### config.mk
export PLATFORM = sky130hd
export DESIGN_NAME = seq_accum
export DESIGN_NICKNAME = d
export VERILOG_FILES = /design/src/rtl/seq_accum.sv
export SDC_FILE = /design/constraint.sdc
export NUM_CORES = 1
export LEC_CHECK = 0
export ABC_AREA = 1
export ABC_CLOCK_PERIOD_IN_PS = 1500
export CAP_MARGIN = 40
export CORE_MARGIN = 2
export CORE_UTILIZATION = 48
export CTS_BUF_LIST = sky130_fd_sc_hd__clkbuf_16
export CTS_CLUSTER_SIZE = 25
export DETAILED_ROUTE_END_ITERATION = 10
export PLACE_DENSITY = 0.85
export SYNTH_ARGS = -nofsm -noshare
export SYNTH_HDL_FRONTEND = slang
export SYNTH_SLANG_ARGS = --single-unit
### constraint.sdc
create_clock -name clk -period 1.5 [get_ports clk]
set_input_delay 0.15 -clock clk [delete_from_list [all_inputs] [get_ports clk]]
set_output_delay 0.15 -clock clk [all_outputs]
set_load 0.02 [all_outputs]
### src/rtl/seq_accum.sv
// Restartable sequence accumulator. It steps a term counter B through N_STEPS values and
// accumulates the mode-selected terms into W, using a start/busy/done handshake.
module seq_accum #(
    parameter int W_WIDTH = 6,
    parameter int N_STEPS = 11,
    parameter int IDX_W   = $clog2(N_STEPS)
) (
    input  logic               clk,
    input  logic               reset,
    input  logic               start,
    input  logic [1:0]         mode,
    input  logic [W_WIDTH-1:0] base,
    input  logic [W_WIDTH-1:0] step,
    input  logic               clear,
    output logic [W_WIDTH-1:0] W,
    output logic               busy,
    output logic               done,
    output logic               ovf
);

    typedef enum logic [1:0] {
        IDLE = 2'd0,
        RUN  = 2'd1,
        DONE = 2'd2
    } state_t;

    localparam logic [IDX_W-1:0] LAST_IDX = IDX_W'(N_STEPS - 1);

    state_t             state;
    logic [W_WIDTH-1:0] b_term;
    logic [IDX_W-1:0]   idx;
    logic [1:0]         mode_q;
    logic [W_WIDTH-1:0] step_q;

    logic               sel;
    logic [W_WIDTH:0]   sum_ext;

    // Mode 11 reproduces the legacy sequencer: index 0 plus every odd index.
    always_comb begin
        // NOTE: every always_comb output gets a default first so no path can infer a latch.
        sel     = 1'b0;
        sum_ext = {1'b0, W} + {1'b0, b_term};
        case (mode_q)
            2'b00:   sel = 1'b1;
            2'b01:   sel = idx[0];
            2'b10:   sel = ~idx[0];
            default: sel = idx[0] | (idx == '0);
        endcase
    end

    // NOTE: all state and registered outputs use non-blocking assignments so every register
    // samples the values from before the edge.
    always_ff @(posedge clk or negedge reset) begin
        if (!reset) begin
            state  <= IDLE;
            W      <= '0;
            ovf    <= 1'b0;
            busy   <= 1'b0;
            done   <= 1'b0;
            b_term <= '0;
            idx    <= '0;
            mode_q <= 2'b00;
            step_q <= '0;
        end else if (clear) begin
            // The abort takes priority over start and over any progress in RUN.
            state  <= IDLE;
            W      <= '0;
            ovf    <= 1'b0;
            busy   <= 1'b0;
            done   <= 1'b0;
            b_term <= '0;
            idx    <= '0;
        end else begin
            case (state)
                IDLE: begin
                    done <= 1'b0;
                    if (start) begin
                        W      <= '0;
                        ovf    <= 1'b0;
                        b_term <= base;
                        idx    <= '0;
                        mode_q <= mode;
                        step_q <= step;
                        busy   <= 1'b1;
                        state  <= RUN;
                    end
                end
                RUN: begin
                    if (sel) begin
                        W   <= sum_ext[W_WIDTH-1:0];
                        ovf <= ovf | sum_ext[W_WIDTH];
                    end
                    b_term <= b_term + step_q;
                    if (idx == LAST_IDX) begin
                        busy  <= 1'b0;
                        done  <= 1'b1;
                        state <= DONE;
                    end else begin
                        idx <= idx + IDX_W'(1);
                    end
                end
                DONE: begin
                    done  <= 1'b0;
                    state <= IDLE;
                end
                default: begin
                    busy  <= 1'b0;
                    done  <= 1'b0;
                    state <= IDLE;
                end
            endcase
        end
    end

endmodule

==> results.md, run 1 <==
- Setup repair after global routing could not meet its margin everywhere.
- For this design, the sink count on the clock tree is 29.
- The count of H-tree levels built during CTS is 2.
- From synthesis to final layout, the design area changed by 40.3%.
- After clock tree synthesis, the clock-pin slew on the worst setup and hold paths is 0.05 ns.
- The launching point of the worst reg2reg path is b_term[0].
- The synthesized netlist devotes 10.5% of its cell area to compound gates.
- The kind of start point of the critical path is a register.
- The final RePlAce weighted congestion is 0.873.
- The mean routed wirelength per cell is 13.6 um.
- The main combinational cell family by area after synthesis is simple AND/OR/NAND/NOR gates.
- Derived from the worst setup path, the maximum achievable clock frequency is 0.642 GHz.
- The final worst slack is -0.0571 ns.
- The total detailed-routing wirelength is 4220 um.
- The violation count after the first detailed-route iteration is 150.
- The area of the die is 4270 um2.
- The worst relative slew slack is 74.1%.
- The number of input and output port buffers inserted is 26.
- The post-synthesis register bit count is 29.
- The overflow left after global routing is 0.
- The tool flagged a number of max-cap violations equal to 0.
- The count of boundary I/O pins is 27.
- Subtracting the final worst setup slack from the clock period gives 1.56 ns.
- Across all layers, the routed design uses 1,606 vias.
- The per-cell via count in the routed design is 5.16.
- Along the worst path, the maximum fanout reaches 3.
- The number of diodes added for antenna fixing is 0.
- The hold violation count in the final report is 0.
- The adder-cell area share of the yosys netlist is 11.9%.
- Setup violations remaining at the end of the flow were counted as 1.
- The register area share after synthesis is 40.2%.
- The leading cell type in the layout, fill and taps excluded is sky130_fd_sc_hd__nand2_1.
- For this run, the detailed router's first-pass iteration total came to 4.
- The width of the die is 65.3 um.
- The pin slew with the least headroom to its limit is 0.389 ns.
- The final reports fail on setup timing.
- The worst hold path belongs to the class in2async.
- The core outline area is 3630 um2.
- The endpoint kind of the worst setup timing path is a register.
- The clock network latency to the later pin of the worst-skew pair is 0.28 ns.
- The arrival time at the worst endpoint is 1.72 ns.
- The synthesized-area fraction occupied by and/or/nand/nor cells is 24.8%.
- The starting utilization of the core area is 49.7%.
- The maximum number of buffers from clock root to sink is 2.
- The overall global routing resource usage is 21.8%.
- The minimum hold slack is 0.260 ns.
- The power per cell area is 1150 nW/um2.
- Buffers inserted during clock tree synthesis total 5.
- In the routed design, unresolved DRC markers number 0.
- The cell at the root of the clock tree is sky130_fd_sc_hd__clkbuf_16.
- The first global-routing pass estimated 6960 um of wire.
- The number of cell rows is 22.
- Synthesis produced a netlist with a net count of 246.
- The total of warnings raised by yosys is 0.
- The top cell types in the final layout, fill and taps aside, are sky130_fd_sc_hd__nand2_1, sky130_fd_sc_hd__dfrtp_1, sky130_fd_sc_hd__inv_1, sky130_fd_sc_hd__clkdlybuf4s50_1, sky130_fd_sc_hd__buf_4.
- The total standard cell area after synthesis is 1800 um2.
- TritonCTS built the clock tree.
- The fraction of the cycle the final worst path needs is 104%.
- The share of synthesized area spent on multiplexers is 3.54%.
- The flow ran to the end, but the final reports show violations.
- Yosys mapped the design onto 27 distinct sky130hd cell types.
- The post-synthesis average cell area is 8.51 um2.
- The height of the die is 65.3 um.
- Clock skew on the completed layout was measured at 0.00818 ns.
- After Yosys synthesis, XOR and XNOR cells account for 2.91% of the synthesized area.
- The largest net degree at the start of global routing is 30.
- The design draws 2.91 mW.
- The endpoint identified for the worst register-to-register timing path is b_term[4].
- At the worst endpoint, the required time is 1.67 ns.
- The HPWL after detailed placement is 3020 um.
- The worst-case IR drop observed on VDD is 0.601 mV.
- The via count of the first global-routing pass is 1,575.
- Setup slack on the worst reg-to-reg path comes out at -0.06 ns.
- For this design the static power due to leakage is 1.29 nW.
- The cell depth of the worst flop-to-flop path is 8.
- The kind of critical path is reg2reg.
- The number of antenna violations at the first check in global routing came to 0.
- Once detail routing completed, the nets flagged for antenna violations numbered 0.
- Of the cells placed in the final design, the portion with a size suffix greater than 1 is 25.9%.
- In the synthesized netlist, the number of instances is 212.
- The final max-slew violation count was 0.
- The final net count is 296.
[timing repair]
item | 4_1_cts | 5_1_grt
buffers inserted | 0 | 2
hold buffers | 0 | 0
setup endpoints to repair | 4 | 13
gates resized for setup | 6 | 21
pin swaps | 4 | 8
[flip-flops by register name, summed over array words and instances (netlist names)]
register / count
W: 6
b_term: 6
busy: 1
done: 1
idx: 4
mode_q: 2
ovf: 1
state: 2
step_q: 6
[Yosys cell counts, drive strengths merged]
cell type,n,area [um2]
dfrtp,29,726
nor2,17,78.8
nand2,52,210
xor2,3,26.3
xnor2,3,26.3
inv,26,100
nor3,1,5.00
buf,1,11.3
mux2,5,63.8
ha,14,175
o21ai,14,96.3
nand3,20,105
nand3b,3,22.5
a22oi,1,7.51
a21oi,17,85.1
fa,2,40.0
nand4,4,25.0
[cell type report]
class	instances	area [um2]
fill	266	1100
multi-input combinational	156	1100
sequential	29	727
timing repair buffer	44	404
clock buffer	5	125
inverter	26	100
tap	48	60.1
clock inverter	3	13.8
[where the power goes]
| part | switching (mW) | total [mW] | leakage (nW) | internal [mW] |
|---|---|---|---|---|
| clock | 0.351 | 0.951 | 0.0748 | 0.600 |
| combinational | 0.487 | 0.953 | 0.844 | 0.466 |
| sequential | 0.117 | 1.01 | 0.371 | 0.892 |
[routing by layer]
layer  up-vias  part of all wire (%)  global-route usage [%]
met4         0                   2.3                    9.11
li1        802                     -                       -
met5         -                     0                       0
met3         9                   3.7                    6.51
met1       761                    44                    25.6
met2        34                    49                    37.0
[critical path: stages (launching register included)]
cell and delay [ns]:
sky130_fd_sc_hd__dfrtp_1 0.41, sky130_fd_sc_hd__ha_2 0.22, sky130_fd_sc_hd__inv_2 0.04, sky130_fd_sc_hd__fa_2 0.33, sky130_fd_sc_hd__nand3b_1 0.16, sky130_fd_sc_hd__nand2_1 0.08
sky130_fd_sc_hd__a21oi_1 0.06, sky130_fd_sc_hd__o21ai_1 0.07, sky130_fd_sc_hd__a21oi_1 0.08
[worst max path at each step]
stage	start	end
finish	b_term[0]	b_term[4]
global route	b_term[0]	b_term[4]
CTS	b_term[0]	b_term[4]
detailed placement	b_term[0]	b_term[4]
global placement	b_term[0]	b_term[4]
floorplan	W[0]	W[4]
[stage by stage]
step | std cells | setup WS [ns] | cell area (um2) | setup TNS [ns] | util (%)
6_report | 311 | -0.0571 | 2530 | -0.0571 | 69.7
3_3_place_gp | 301 | -0.00796 | 2250 | -0.00796 | 62.1
5_1_grt | 311 | -0.147 | 2530 | -0.221 | 69.7
2_1_floorplan | 212 | -0.0118 | 1830 | -0.0118 | -
4_1_cts | 309 | -0.0595 | 2400 | -0.0649 | 66.1
3_5_place_dp | 301 | -0.0663 | 2250 | -0.217 | 62.1
[kinds of logic (layout without fill, tap and decap cells)]
kind of cell | after synthesis | count (layout)
DFF | 29 | 29
adders and majority gates | 16 | 16
and+or+nand+nor | 97 | 97
xor gates and xnor gates | 6 | 6
muxes | 5 | 5
buffers and inverters | 27 | 78
AOI/OAI and AO/OA | 32 | 32
Power figures use the tool's default switching activity.
==> run 2: changes to the inputs <==
Settings changed: SLEW_MARGIN from default to 20.
==> results of run 2 <==
No change in the layout: final DEF, timing and power equal those of run 1.
==> run 3: changes to the inputs <==
Settings changed: CTS_CLUSTER_DIAMETER from default to 120.
==> results of run 3 <==
No change in the layout: final DEF, timing and power equal those of run 1.
